==> src/rtl/coax_pkg.sv <==
// Shared definitions for the coax bit timer: state encoding and divisor clamp.
package coax_pkg;

    // Controller state for coax_bit_timer.
    typedef enum logic {
        COAX_BIT_TIMER_IDLE = 1'b0,
        COAX_BIT_TIMER_RUN  = 1'b1
    } coax_bit_timer_state_e;

    // Smallest divisor that still yields a distinct first and second half.
    localparam int unsigned COAX_MIN_DIV = 2;

    // Clamp a requested clocks-per-bit value to the usable range.
    function automatic int unsigned coax_clamp_div(input int unsigned n);
        return (n < COAX_MIN_DIV) ? COAX_MIN_DIV : n;
    endfunction

endpackage

==> src/rtl/coax_bit_timer.sv <==
// Programmable bit-phase timer shared by the coax transmitter and receiver.
// Produces first/second-half phases, mid-bit and last-clock strobes, and a
// bit index within a word slot. The divisor is latched only at bit start,
// so rate changes take effect on the following bit. All outputs decode
// registered state only.
module coax_bit_timer
    import coax_pkg::*;
#(
    parameter int unsigned CLOCKS_PER_BIT = 8,
    parameter int unsigned DIV_WIDTH      = 5,
    parameter int unsigned BITS_PER_WORD  = 12
) (
    input  logic                             clk,
    input  logic                             reset,
    input  logic                             enable,
    input  logic [DIV_WIDTH-1:0]             clocks_per_bit,
    input  logic                             restart,
    input  logic                             resync,
    output logic                             first_half,
    output logic                             second_half,
    output logic                             mid_clock,
    output logic                             last_clock,
    output logic                             word_last,
    output logic [$clog2(BITS_PER_WORD)-1:0] bit_index,
    output logic                             running
);

    localparam int unsigned BIT_W = $clog2(BITS_PER_WORD);

    localparam logic [DIV_WIDTH-1:0] RESET_DIV = DIV_WIDTH'(coax_clamp_div(CLOCKS_PER_BIT));
    localparam logic [DIV_WIDTH-1:0] DIV_ONE   = DIV_WIDTH'(1);
    localparam logic [BIT_W-1:0]     BIT_ONE   = BIT_W'(1);
    localparam logic [BIT_W-1:0]     LAST_BIT  = BIT_W'(BITS_PER_WORD - 1);

    coax_bit_timer_state_e state_q, state_d;
    logic [DIV_WIDTH-1:0]  count_q, count_d;
    logic [DIV_WIDTH-1:0]  div_q,   div_d;
    logic [BIT_W-1:0]      bit_q,   bit_d;

    logic [DIV_WIDTH-1:0]  div_in;
    logic [DIV_WIDTH-1:0]  half;
    logic                  is_run;
    logic                  at_last;

    // Clamped divisor candidate and per-bit decode of the latched divisor.
    always_comb begin
        div_in  = DIV_WIDTH'(coax_clamp_div(32'(clocks_per_bit)));
        half    = div_q >> 1;
        is_run  = (state_q == COAX_BIT_TIMER_RUN);
        at_last = (count_q == (div_q - DIV_ONE));
    end

    // Next-state logic; priority is enable drop, restart, resync, then counting.
    always_comb begin
        state_d = state_q;
        count_d = count_q;
        div_d   = div_q;
        bit_d   = bit_q;
        unique case (state_q)
            COAX_BIT_TIMER_IDLE: begin
                count_d = '0;
                bit_d   = '0;
                if (enable) begin
                    state_d = COAX_BIT_TIMER_RUN;
                    div_d   = div_in;
                end
            end
            COAX_BIT_TIMER_RUN: begin
                if (!enable) begin
                    state_d = COAX_BIT_TIMER_IDLE;
                    count_d = '0;
                    bit_d   = '0;
                end else if (restart) begin
                    count_d = '0;
                    bit_d   = '0;
                    div_d   = div_in;
                end else if (resync) begin
                    // Resync on the last clock pre-empts the wrap, so the bit
                    // index holds and the current divisor stays in force.
                    count_d = half;
                end else if (at_last) begin
                    count_d = '0;
                    div_d   = div_in;
                    bit_d   = (bit_q == LAST_BIT) ? '0 : (bit_q + BIT_ONE);
                end else begin
                    count_d = count_q + DIV_ONE;
                end
            end
            default: begin
                state_d = COAX_BIT_TIMER_IDLE;
                count_d = '0;
                bit_d   = '0;
            end
        endcase
    end

    // State registers with asynchronous active-low reset.
    always_ff @(posedge clk or negedge reset) begin
        if (!reset) begin
            state_q <= COAX_BIT_TIMER_IDLE;
            count_q <= '0;
            div_q   <= RESET_DIV;
            bit_q   <= '0;
        end else begin
            state_q <= state_d;
            count_q <= count_d;
            div_q   <= div_d;
            bit_q   <= bit_d;
        end
    end

    // Output decode from registered state only.
    always_comb begin
        running     = is_run;
        first_half  = is_run && (count_q < half);
        second_half = is_run && (count_q >= half);
        mid_clock   = is_run && (count_q == half);
        last_clock  = is_run && at_last;
        word_last   = is_run && at_last && (bit_q == LAST_BIT);
        bit_index   = bit_q;
    end

endmodule

==> config.mk <==
export PLATFORM = sky130hd
export DESIGN_NAME = coax_bit_timer
export DESIGN_NICKNAME = d
export VERILOG_FILES = /design/src/rtl/coax_pkg.sv /design/src/rtl/coax_bit_timer.sv
export SDC_FILE = /design/constraint.sdc
export NUM_CORES = 1
export LEC_CHECK = 0
export CORE_MARGIN = 2
export CORE_UTILIZATION = 45
export CTS_CLUSTER_DIAMETER = 150
export DETAILED_ROUTE_END_ITERATION = 6
export PLACE_DENSITY = 0.72
export SLEW_MARGIN = 20
export SYNTH_ARGS = -nofsm -noshare
export SYNTH_HDL_FRONTEND = slang
export SYNTH_SLANG_ARGS = --single-unit
==> constraint.sdc <==
create_clock -name clk -period 2.25 [get_ports clk]
set_clock_uncertainty 0.15 [all_clocks]
set_input_delay 0.225 -clock clk [delete_from_list [all_inputs] [get_ports clk]]
set_output_delay 0.225 -clock clk [all_outputs]
set_load 0.1 [all_outputs]
* Word-level counts from Yosys, hierarchy flattened
Cells that the tools add are included.
Storage, ports and cells: register bits after elaboration 15, latch bits 0, bits in writable memories 0, ROM bits 0, input bits 10, output and inout bits 10, word-level logic and storage cells 46, memories 0
Cells by class: add/subtract/negate cells 3, $mul 0, div/mod/pow operators 0, magnitude comparators 3, equal/unequal tests 9, shift-type cells 0, mux-type cells 19, bitwise operators 1, reduce and logical (&&, ||, !) cells 7
Operators with widths (number):
- 5-bit 2-to-1 mux | 10
- 4-bit 2-to-1 mux | 5
- 5-bit case mux with 2 select lines | 2
- 4-bit case mux with 2 select lines | 1
- 5-bit by 1-bit adder with 5-bit output, second input constant | 1
- 5-bit by 4-bit equality test with 1-bit output | 1
- 5-bit equality test | 1
- 5-bit by 4-bit greater-or-equal comparator with 1-bit output | 1
- 1-bit logical AND | 5
- 5-bit by 2-bit < comparator with 1-bit output, second input constant | 1
- 5-bit by 4-bit < comparator with 1-bit output | 1
- 5-bit by 1-bit subtractor with 5-bit output, second input constant | 1
- 4-bit by 1-bit adder with 4-bit output, second input constant | 1
- 4-bit equality test, second input constant | 1
- 2-bit inequality test, second input constant | 2
- 4-bit by 3-bit inequality test with 1-bit output, second input constant | 1
- 4-bit inequality test, second input constant | 1
- 4-bit AND reduction | 1
- 3-bit by 2-bit inequality test with 1-bit output, second input constant | 1
- 3-bit inequality test, second input constant | 1
- 2-bit AND reduction | 1
- 1-bit 2-to-1 mux | 1
- 1-bit NOT | 1

* Logic depth before layout (Yosys ltp)
Gate-level depths: netlist of run 1.
depth after elaboration 7, depth in mapped cells 7, mapped depth without buffers 7

* Worst setup path after synthesis of run 1
No wires, ideal clock.
path type flip-flop to output port, start point reg div_q[0], end point out word_last, arrival 3.250 ns, data required time 1.875 ns, path slack -1.375 ns, stages on the path, launching flop included 8, path buffers 0, path through dfrtp_1 > inv_1 > ha_1 > xnor2_1 > a211o_1 > a211oi_1 > and2_1 > and4_1
On the way: word-level cells in the longest chain between the ends 4
RTL lines:
- start, declared | RTL line coax_bit_timer.sv:37 | logic [DIV_WIDTH-1:0] div_q, div_d;
- start signal, assigned | RTL line coax_bit_timer.sv:107 | div_q <= div_d;
- 5-bit by 1-bit subtractor with 5-bit output | RTL line coax_bit_timer.sv:50 | at_last = (count_q == (div_q - DIV_ONE));
- 5-bit equality test | RTL line coax_bit_timer.sv:50
- 1-bit logical AND
- net last_clock | RTL line coax_bit_timer.sv:22 | output logic last_clock,
- 1-bit logical AND | RTL line coax_bit_timer.sv:119 | word_last = is_run && at_last && (bit_q == LAST_BIT);
- end, declared | RTL line coax_bit_timer.sv:23 | output logic word_last,
The timed path passes the listed nets, and every way through them passes these cells.

* Worst setup path in the final report of run 1
start point reg div_q[1], end point out word_last
On the way: word-level cells in the longest chain between the ends 4
RTL lines (RTL line):
- 5-bit by 1-bit subtractor with 5-bit output | coax_bit_timer.sv:50
- 5-bit equality test | coax_bit_timer.sv:50
- 1-bit logical AND (2 in a row) | coax_bit_timer.sv:119
Every way passes these cells.

==> metrics.md, run 1 <==
| Metric | Value |
|---|---|
| DR WL/cell | `14.5 um` |
| Syn Inst Count | `104` |
| Pwr dens | `508 nW/um2` |
| DR DRC count | `0` |
| Reg clk slew, reported paths | `90 ps` |
| CP Launch Type | `flop` |
| Synthesized area | `1030 um2` |
| Required @ worst endpoint | `1880 ps` |
| Cell Count, Final, Fillers Out | `170` |
| Largest net degree at the start of global routing | `16` |
| Crit. End Element | `output port` |
| Final ANT Viol Nets | `0` |
| CTS max path bufs | `2` |
| Period utilization | `111%` |
| GR Overflow Total | `0` |
| Class of the most critical setup path | `flop to output port` |
| Yosys top cell area share | `34.0%` |
| Fill cells | `171` |
| Initial DRC count | `14` |
| Post-route cell area | `1510 um2` |
| Post-synth ARST share | `100%` |
| Synth cell count leaders | `dfrtp_1 (14), inv_1 (9), a21oi_1 (8)` |
| Dpl hpwl | `1900 um` |
| Placer Congestion | `0.843` |
| Run status | `finished, violations left` |
| Crit-path max FO | `2` |
| Synth Area per Inst | `9.90 um2` |
| Multi-input logic area | `661 um2` |
| Sequential-to-total area share from yosys stat | `36.6%` |
| Most numerous cell in the Yosys netlist | `dfrtp_1` |
| Hold Path Class | `input pin to async pin` |
| Row cnt | `17` |
| Failing checks | `negative setup slack` |
| Port bufs | `19` |
| Die Height | `51.8 um` |
| Initial antenna violation count | `0` |
| Drt pass-1 iters | `4` |
| Setup violators final | `15` |
| Clock latency at the later pin of the worst-skew pair | `270 ps` |
| Number of synthesized flops with an enable pin | `0` |
| Synth area leaders | `dfrtp_1 (34%), ha_1 (8.5%), xnor2_1 (6.0%)` |
| Layout cells sized above 1 | `37.3%` |
| Vias in the first global route | `936` |
| Dpl cells | `158` |
| Pins over their slew limit | `0` |
| CTS tree | `yes` |
| Root buffer cell | `clkbuf_4` |
| Core ar. | `2190 um2` |
| Place WS | `3.46 ps` |
| Worst vdd ir | `362 uV` |
| Vias per inst | `5.42` |
| Final WL | `2470 um` |
| NumNets Final | `160` |
| Initial core utilization | `47.0%` |
| Hold violation total from the final report | `0` |
| Max-cap violations | `0` |
| Fin util | `68.9%` |
| Yosys cell types | `38` |
| CTS Sinks | `15` |
| Largest area contributor in the netlist | `dfrtp_1` |
| Sequential cell area | `378 um2` |
| Main synth FF type | `dfrtp_1` |
| Yosys reg bits | `15` |
| Min cycle time layout | `2500 ps` |
| Syn-to-layout area delta | `46.5%` |
| First-pass GRT wire length | `4080 um` |
| Number of warning messages in the yosys log | `0` |
| Net Count, Synth | `121` |
| Arr. time, crit path | `2120 ps` |
| H-tree depth | `1` |
| GRT Total Usage | `20.9%` |
| Relative slew margins | `54.3%` |
| Pleak | `0.685 nW` |
| RSZ-0062 raised after global routing | `yes` |
| DR vias | `921` |
| Boundary Pins | `20` |
| Die X | `51.8 um` |
| Dpl cell area | `1370 um2` |
| DIE AREA | `2690 um2` |
| Diodes inserted | `0` |
| Worst-Margin Slew | `684 ps` |
| Worst setup margin | `-249 ps` |
| Fmax | `400 MHz` |
| CTS buffer count | `3` |
## final timing paths
path / endpoint / start / cells past startpoint / slack [ps]
worst max-delay path: word_last / div_q[1]$_DFFE_PN0P_ / 8 / -250
worst min-delay path: count_q[3]$_DFF_PN0_ / reset / 1 / 210
worst max register to register: div_q[4]$_DFFE_PN0P_ / div_q[1]$_DFFE_PN0P_ / 9 / -110
worst min register to register: count_q[2]$_DFF_PN0_ / div_q[3]$_DFFE_PN1P_ / 2 / 420
max in group asynchronous: div_q[2]$_DFFE_PN0P_ / reset / 1 / 1270
min in group clk: running$_DFF_PN0_ / enable / 1 / 360
## critical path: stages (launching register included)
cell and delay, ps:
dfrtp_1 400, inv_2 80, ha_4 200, xnor2_2 120
a211o_1 250, a211oi_2 230, and2_4 180, and4_4 210
buf_12 170
## layout by cell type, fill, tap and decap left out, types with 2 or more instances in the layout
| cell type | Yosys | final |
|---|---|---|
| nor3_1 | 3 | 3 |
| inv_2 | 0 | 3 |
| buf_4 | 0 | 20 |
| xor2_1 | 3 | 3 |
| ha_4 | 0 | 2 |
| dfrtp_1 | 14 | 13 |
| buf_12 | 0 | 5 |
| nand2b_1 | 2 | 2 |
| inv_1 | 9 | 6 |
| a211o_1 | 2 | 2 |
| nor2_1 | 7 | 5 |
| mux2i_1 | 3 | 3 |
| clkdlybuf4s50_1 | 0 | 9 |
| or3_1 | 3 | 3 |
| nor2_4 | 0 | 2 |
| buf_6 | 1 | 3 |
| xnor2_1 | 7 | 6 |
| nand2_1 | 6 | 6 |
| clkbuf_4 | 0 | 3 |
| ha_1 | 7 | 5 |
| nand3_1 | 2 | 2 |
| a21oi_1 | 8 | 8 |
| mux2_4 | 3 | 3 |
## routing by layer
| metal | track usage (%) | vias to the layer above | wire (um) |
|---|---|---|---|
| met5 | 0 | - | 0 |
| met1 | 23.6 | 454 | 1000 |
| met4 | 7.02 | 0 | 31 |
| met2 | 39.7 | 17 | 1370 |
| met3 | 2.59 | 4 | 74 |
| li1 | - | 446 | - |
## final cells by class
type	instances	area share (%)
Clock buffer	3	1.49
Clock inverter	1	0.332
Inverter	9	2.24
Multi-Input combinational cell	77	43.8
Sequential cell	15	25.0
Tap cell	28	2.32
Timing Repair Buffer	37	24.8
## flip-flops by register name, summed over array words and instances (netlist names)
name and count:
bit_index 4, count_q 5, div_q 5, running 1
## per-stage QoR
step / hold WS (ps) / power (W) / setup TNS, ps
after global routing: 252 / 0.000814 / -3140
after global placement: 394 / 0.000568 / 0
after floorplan: -221 / 0.000484 / -399
after CTS: 220 / 0.000751 / -677
final: 208 / 0.000767 / -1400
after detailed placement: 398 / 0.000578 / 0
## cell families (layout without fill, tap and decap cells)
logic type	after synthesis	count (layout)	share of synthesized area (%)
and+or+nand+nor	33	33	17.9
AOI/OAI and AO/OA	21	21	16.0
DFF	15	15	36.6
buffers and inverters	12	50	5.22
xor gates and xnor gates	10	10	8.51
adders and majority gates	7	7	8.51
muxes	6	6	7.29
## power by group
part	internal (W)	switching (W)	leakage (nW)
registers	0.000288	0.0000242	0.193
logic	0.000147	0.000157	0.474
clock network	0.0000658	0.0000842	0.0177
total	0.000501	0.000266	0.685
## timing repair
action,CTS,global route
resized for setup,7,6
setup endpoints to repair,5,17
hold endpoints to repair,0,0
setup buffers,2,7
pin swaps,2,7
hold buffers,0,0
No activity file was read; power rests on OpenSTA's default activity.
==> run 2, diff against run 1 <==
GPL_TIMING_DRIVEN = 0   (was not set)
SETUP_SLACK_MARGIN = 0.15   (was not set)
==> run 2 against run 1 <==
Against the previous run: the run still ends with negative setup slack left; count of clock-buffer cells in the layout grew 1; via count rose by 2.2%; clock power is 4% higher; worst hold slack worse by 8.8 ps; critical path type unchanged.
==> metrics.md, run 2 (synthesis results as in run 1) <==
| Metric | Value |
|---|---|
| Clock latency at the later pin of the worst-skew pair | `280 ps (was 270 ps)` |
| CTS Sinks | `15 (unchanged)` |
| Hold Path Class | `input pin to async pin (unchanged)` |
| Fmax | `392 MHz (was 400 MHz)` |
| CTS buffer count | `3 (unchanged)` |
| GRT Total Usage | `22.4% (was 20.9%)` |
| GR Overflow Total | `0 (unchanged)` |
| Pwr dens | `518 nW/um2 (was 508 nW/um2)` |
| Hold violation total from the final report | `0 (unchanged)` |
| Row cnt | `17 (unchanged)` |
| Fill cells | `142 (was 171)` |
| Layout cells sized above 1 | `43.2% (was 37.3%)` |
| Setup violators final | `13 (was 15)` |
| NumNets Final | `166 (was 160)` |
| CP Launch Type | `flop (unchanged)` |
| Boundary Pins | `20 (unchanged)` |
| Die X | `51.8 um (unchanged)` |
| Final ANT Viol Nets | `0 (unchanged)` |
| Most common cell after layout, fill and taps aside | `buf_4 (unchanged)` |
| H-tree depth | `1 (unchanged)` |
| Root buffer cell | `clkbuf_4 (unchanged)` |
| DR vias | `941 (was 921)` |
| Most frequent cells in the layout | `buf_4 (16), dfrtp_1 (13), buf_6 (8), clkdlybuf4s50_1 (8), nand2_1 (6) (was buf_4 (20), dfrtp_1 (13), clkdlybuf4s50_1 (9))` |
| Total power | `0.000857 W (was 0.000767 W)` |
| WHS | `199 ps (was 208 ps)` |
| Final WL | `2870 um (was 2470 um)` |
| Worst setup margin | `-302 ps (was -249 ps)` |
| CTS tree | `yes (unchanged)` |
| CTS max path bufs | `2 (unchanged)` |
| Die Height | `51.8 um (unchanged)` |
| Drt pass-1 iters | `4 (unchanged)` |
| Initial core utilization | `47.0% (unchanged)` |
| Largest net degree at the start of global routing | `16 (unchanged)` |
| Post-route cell area | `1650 um2 (was 1510 um2)` |
| Diodes inserted | `0 (unchanged)` |
| Dpl cell area | `1280 um2 (was 1370 um2)` |
| Arr. time, crit path | `2180 ps (was 2120 ps)` |
| Pleak | `0.741 nW (was 0.685 nW)` |
| Crit-path max FO | `2 (unchanged)` |
| # hold bufs at CTS | `0 (unchanged)` |
| Crit. End Element | `output port (unchanged)` |
| Core ar. | `2190 um2 (unchanged)` |
| Reg clk slew, reported paths | `90 ps (about the same)` |
| Sequential cell area | `378 um2 (unchanged)` |
| Worst vdd ir | `551 uV (was 362 uV)` |
| Run status | `finished, violations left (unchanged)` |
| Max-cap violations | `0 (unchanged)` |
| Placer Congestion | `0.812 (was 0.843)` |
| Required @ worst endpoint | `1880 ps (about the same)` |
| Failing checks | `negative setup slack (unchanged)` |
| DR WL/cell | `16.3 um (was 14.5 um)` |
| Vias in the first global route | `968 (was 936)` |
| RSZ-0062 raised after global routing | `yes (unchanged)` |
| Period utilization | `113% (was 111%)` |
| Class of the most critical setup path | `flop to output port (unchanged)` |
| Dpl hpwl | `1750 um (was 1900 um)` |
| Worst-Margin Slew | `958 ps (was 684 ps)` |
| Pins over their slew limit | `0 (unchanged)` |
| First-pass GRT wire length | `4420 um (was 4080 um)` |
| Initial DRC count | `11 (was 14)` |
| Initial antenna violation count | `0 (unchanged)` |
| Min cycle time layout | `2550 ps (was 2500 ps)` |
| DR DRC count | `0 (unchanged)` |
| Multi-input logic area | `741 um2 (was 661 um2)` |
| Syn-to-layout area delta | `60.6% (was 46.5%)` |
| Vias per inst | `5.35 (was 5.42)` |
| Relative slew margins | `36.4% (was 54.3%)` |
| Port bufs | `18 (was 19)` |
| DIE AREA | `2690 um2 (unchanged)` |
## run 2: cell count changes in the layout (fill, tap and decap cells not counted), moves of 2 or more
| cell | change |
|---|---|
| or3_4 | +2 |
| a21oi_2 | +3 |
| buf_6 | +5 |
| a21oi_1 | -4 |
| buf_4 | -4 |
| or3_1 | -2 |
| dlygate4sd2_1 | +5 |
## run 2: path summary, 6_finish.rpt
| path | startpoint | cells past startpoint | to | slack (ps) |
|---|---|---|---|---|
| worst max-delay path | div_q[1]$_DFFE_PN0P_ | 8 | word_last | -300 |
| min in group clk | resync | 3 | count_q[3]$_DFF_PN0_ | 250 |
| max in group asynchronous | reset | 1 | running$_DFF_PN0_ | 1280 |
| worst min register to register | div_q[1]$_DFFE_PN0P_ | 2 | div_q[1]$_DFFE_PN0P_ | 440 |
| worst min-delay path | reset | 1 | count_q[3]$_DFF_PN0_ | 200 |
| worst max register to register | div_q[1]$_DFFE_PN0P_ | 10 | div_q[4]$_DFFE_PN0P_ | -160 |
## run 2: area by class of cell
class / instances / area share [%]
well taps: 28 / 2.12
flip-flops and latches: 15 / 22.8
inverters: 9 / 2.19
plain buffers: 3 / 1.36
multi-input cells: 77 / 44.8
clock buffers: 4 / 1.59
repair buffers: 40 / 25.1
## run 2: repair_timing
item | 4_1_cts | 5_1_grt
setup buffers | 11 | 11
pin swaps | 5 | 14
endpoints found under the setup margin | 23 | 18
gates resized for setup | 58 | 27
## run 2: stage by stage
stage          TNS (ps)  std cells  util (%)  setup slack, ps
3_5_place_dp      -5030        150      58.6            -1210
6_report          -1810        176      75.5             -302
4_1_cts           -1540        165      66.9             -350
2_1_floorplan      -380        104         -             -347
3_3_place_gp      -4590        150      58.6            -1160
5_1_grt           -3050        176      75.5             -390
## run 2: worst max-delay path, cell delays in order (launching register included)
cell and delay (ps):
dfrtp_1 400, inv_2 80, ha_4 130, nand4bb_1 120, a211o_1 370, a211oi_4 210
and2_4 200, and4_4 210, buf_12 170
## run 2: layer usage
layer	share of wire (%)	global-route usage (%)	vias to the layer above
li1	-	-	456
met1	44	28.6	466
met2	54	38.2	17
met3	2.3	4.02	2
met4	0.49	7.02	0
met5	0	0	-
## run 2: power by group
group | switching, W | internal, W
logic | 0.000200 | 0.000193
clock network | 0.0000868 | 0.0000688
registers | 0.0000205 | 0.000288
==> run 3, diff against run 2 <==
CORE_ASPECT_RATIO = 1.4   (was not set)
==> run 3 against run 2 <==
Against the previous run: the flow still finishes with violations (negative setup slack); total power decreased by 1.7%; non-clock buffer count decreased by 4; die area increased by 0.21%; critical path depth unchanged; via count increased by 5.1%.
==> metrics.md, run 3 (synthesis results as in run 1) <==
| Metric | Value |
|---|---|
| Final WL | `2910 um (was 2870 um)` |
| Die Height | `60.6 um (was 51.8 um)` |
| Max-cap violations | `0 (unchanged)` |
| Boundary Pins | `20 (unchanged)` |
| Fmax | `385 MHz (was 392 MHz)` |
| Worst setup margin | `-350 ps (was -302 ps)` |
| Total power | `0.000843 W (was 0.000857 W)` |
| Period utilization | `116% (was 113%)` |
| Required @ worst endpoint | `1880 ps (about the same)` |
| Critical path, cell by cell | `inv_2 -> ha_4 -> xnor2_2 -> a211o_1 -> a211oi_4 -> and2_4 -> and4_4 -> buf_12 (was inv_2 -> ha_4 -> nand4bb_1 -> a211o_1 -> a211oi_4 -> and2_4 -> and4_4 -> buf_12)` |
| Arr. time, crit path | `2220 ps (was 2180 ps)` |
| CTS Sinks | `15 (unchanged)` |
| Drt pass-1 iters | `4 (unchanged)` |
| Most common cell after layout, fill and taps aside | `buf_4 (unchanged)` |
| CTS tree | `yes (unchanged)` |
| # hold bufs at CTS | `0 (unchanged)` |
| Final ANT Viol Nets | `0 (unchanged)` |
| Pins over their slew limit | `0 (unchanged)` |
| Failing checks | `negative setup slack (unchanged)` |
| Clock latency at the later pin of the worst-skew pair | `290 ps (was 280 ps)` |
| Largest delay share family, worst path | `compound AO/OA/AOI/OAI gates (unchanged)` |
| Hold Path Class | `input pin to flop (was input pin to async pin)` |
| Placer Congestion | `0.726 (was 0.812)` |
| Setup violators final | `9 (was 13)` |
| Row cnt | `20 (was 17)` |
| Reg-to-reg setup timing slack | `-110 ps (was -160 ps)` |
| Worst R2R Start | `div_q[0]$_DFFE_PN0P_ (was div_q[1]$_DFFE_PN0P_)` |
| RR Endpoint | `bit_index[2]$_DFFE_PN0P_ (was div_q[4]$_DFFE_PN0P_)` |
| Largest net degree at the start of global routing | `16 (unchanged)` |
| Layout cells sized above 1 | `38.9% (was 43.2%)` |
| Vias per inst | `5.96 (was 5.35)` |
| Slowest cell on crit path | `dfrtp_1 (unchanged)` |
| R2R cell count | `9 (was 10)` |
| Initial antenna violation count | `0 (unchanged)` |
| Pwr dens | `532 nW/um2 (was 518 nW/um2)` |
| HP Start | `resync` |
| Crit-path max FO | `2 (unchanged)` |
| Diodes inserted | `0 (unchanged)` |
| Crit. End Element | `output port (unchanged)` |
| Die X | `44.4 um (was 51.8 um)` |
| Cell depth of the worst hold path | `3` |
| DR WL/cell | `17.5 um (was 16.3 um)` |
| Post-route cell area | `1580 um2 (was 1650 um2)` |
| CP Buf/Inv Count | `2 (unchanged)` |
| Most frequent cells in the layout | `buf_4 (16), dfrtp_1 (13), clkdlybuf4s50_1 (8) (was buf_4 (16), dfrtp_1 (13), buf_6 (8), clkdlybuf4s50_1 (8), nand2_1 (6))` |
| Initial DRC count | `25 (was 11)` |
| DIE AREA | `2690 um2 (about the same)` |
| Run status | `finished, violations left (unchanged)` |
| Hold violation total from the final report | `0 (unchanged)` |
| CTS buffer count | `3 (unchanged)` |
| Worst vdd ir | `468 uV (was 551 uV)` |
| RSZ-0062 raised after global routing | `yes (unchanged)` |
| Initial core utilization | `47.3% (was 47.0%)` |
| H-tree depth | `1 (unchanged)` |
| CP Launch Type | `flop (unchanged)` |
| Place WS | `-1220 ps (was -1210 ps)` |
| Crit path largest cell delay | `410 ps (was 400 ps)` |
| WHS | `191 ps (was 199 ps)` |
| End of the worst hold path | `count_q[3]$_DFF_PN0_` |
| Pleak | `0.715 nW (was 0.741 nW)` |
| CTS max path bufs | `2 (unchanged)` |
| Core ar. | `2180 um2 (was 2190 um2)` |
| Port bufs | `18 (unchanged)` |
| Worst-Margin Slew | `961 ps (was 958 ps)` |
| Syn-to-layout area delta | `53.8% (was 60.6%)` |
| DR DRC count | `0 (unchanged)` |
| Dpl hpwl | `1860 um (was 1750 um)` |
| Relative slew margins | `36.2% (was 36.4%)` |
| Vias in the first global route | `1002 (was 968)` |
| Dpl cell area | `1280 um2 (about the same)` |
| First-pass GRT wire length | `4600 um (was 4420 um)` |
| Reg clk slew, reported paths | `90 ps (about the same)` |
| GR Overflow Total | `0 (unchanged)` |
| NumNets Final | `162 (was 166)` |
| DR vias | `989 (was 941)` |
| Min cycle time layout | `2600 ps (was 2550 ps)` |
| GRT Total Usage | `23.6% (was 22.4%)` |
| Class of the most critical setup path | `flop to output port (unchanged)` |
| Root buffer cell | `clkbuf_4 (unchanged)` |
[run 3: worst reg2reg max path, cell delays in order (launching register included)]
cell	delay [ps]
dfrtp_1	410
inv_2	100
ha_4	210
xnor2_2	120
a211o_1	290
buf_4	170
a2111oi_4	280
buf_4	230
a211oi_1	80
a31o_2	230
[run 3: area by class of cell]
type / count / area [um2]
Multi-Input combinational cell: 77 / 726
Fill cell: 161 / 593
Sequential cell: 15 / 378
Timing Repair Buffer: 36 / 370
Inverter: 9 / 33.8
Tap cell: 22 / 27.5
Clock buffer: 4 / 26.3
Buffer: 3 / 22.5
[run 3: what timing repair did]
| item | in CTS | in global routing |
|---|---|---|
| resized for setup | 63 | 11 |
| endpoints found under the setup margin | 23 | 17 |
| gates cloned | 0 | 0 |
| buffers inserted | 10 | 8 |
| pin swaps | 8 | 11 |
[run 3: through the flow]
stage	std cells	TNS (ps)	utilization, %
floorplan	104	-380	-
CTS	158	-1750	67.8
global placement	144	-4900	58.6
global route	166	-2010	72.8
finish	166	-1240	72.8
detailed placement	144	-5230	58.6
[run 3: worst max path at each step]
stage               slack [ps]  cells past startpoint                 start         to
floorplan                 -350                      7  div_q[0]$_DFFE_PN0P_  word_last
CTS                       -390                      8  div_q[1]$_DFFE_PN0P_  word_last
finish                    -350                      8  div_q[0]$_DFFE_PN0P_  word_last
global route              -420                      8  div_q[0]$_DFFE_PN0P_  word_last
detailed placement       -1220                      8  div_q[1]$_DFFE_PN0P_  word_last
global placement         -1160                      8  div_q[1]$_DFFE_PN0P_  word_last
[run 3: report_power, final]
part           total [W]  internal [W]  switching [W]
combinational   0.000372      0.000178       0.000194
sequential      0.000310      0.000288      0.0000222
clock           0.000161     0.0000690      0.0000920
[run 3: layer usage]
| metal | GRT usage [%] | wire length, um | share of wire, % | vias up |
|---|---|---|---|---|
| li1 | - | - | - | 449 |
| met1 | 26.8 | 1080 | 37 | 506 |
| met2 | 45.2 | 1660 | 57 | 24 |
| met3 | 2.38 | 87 | 3.0 | 10 |
| met4 | 7.79 | 77 | 2.6 | 0 |
| met5 | 0 | 0 | 0 | - |
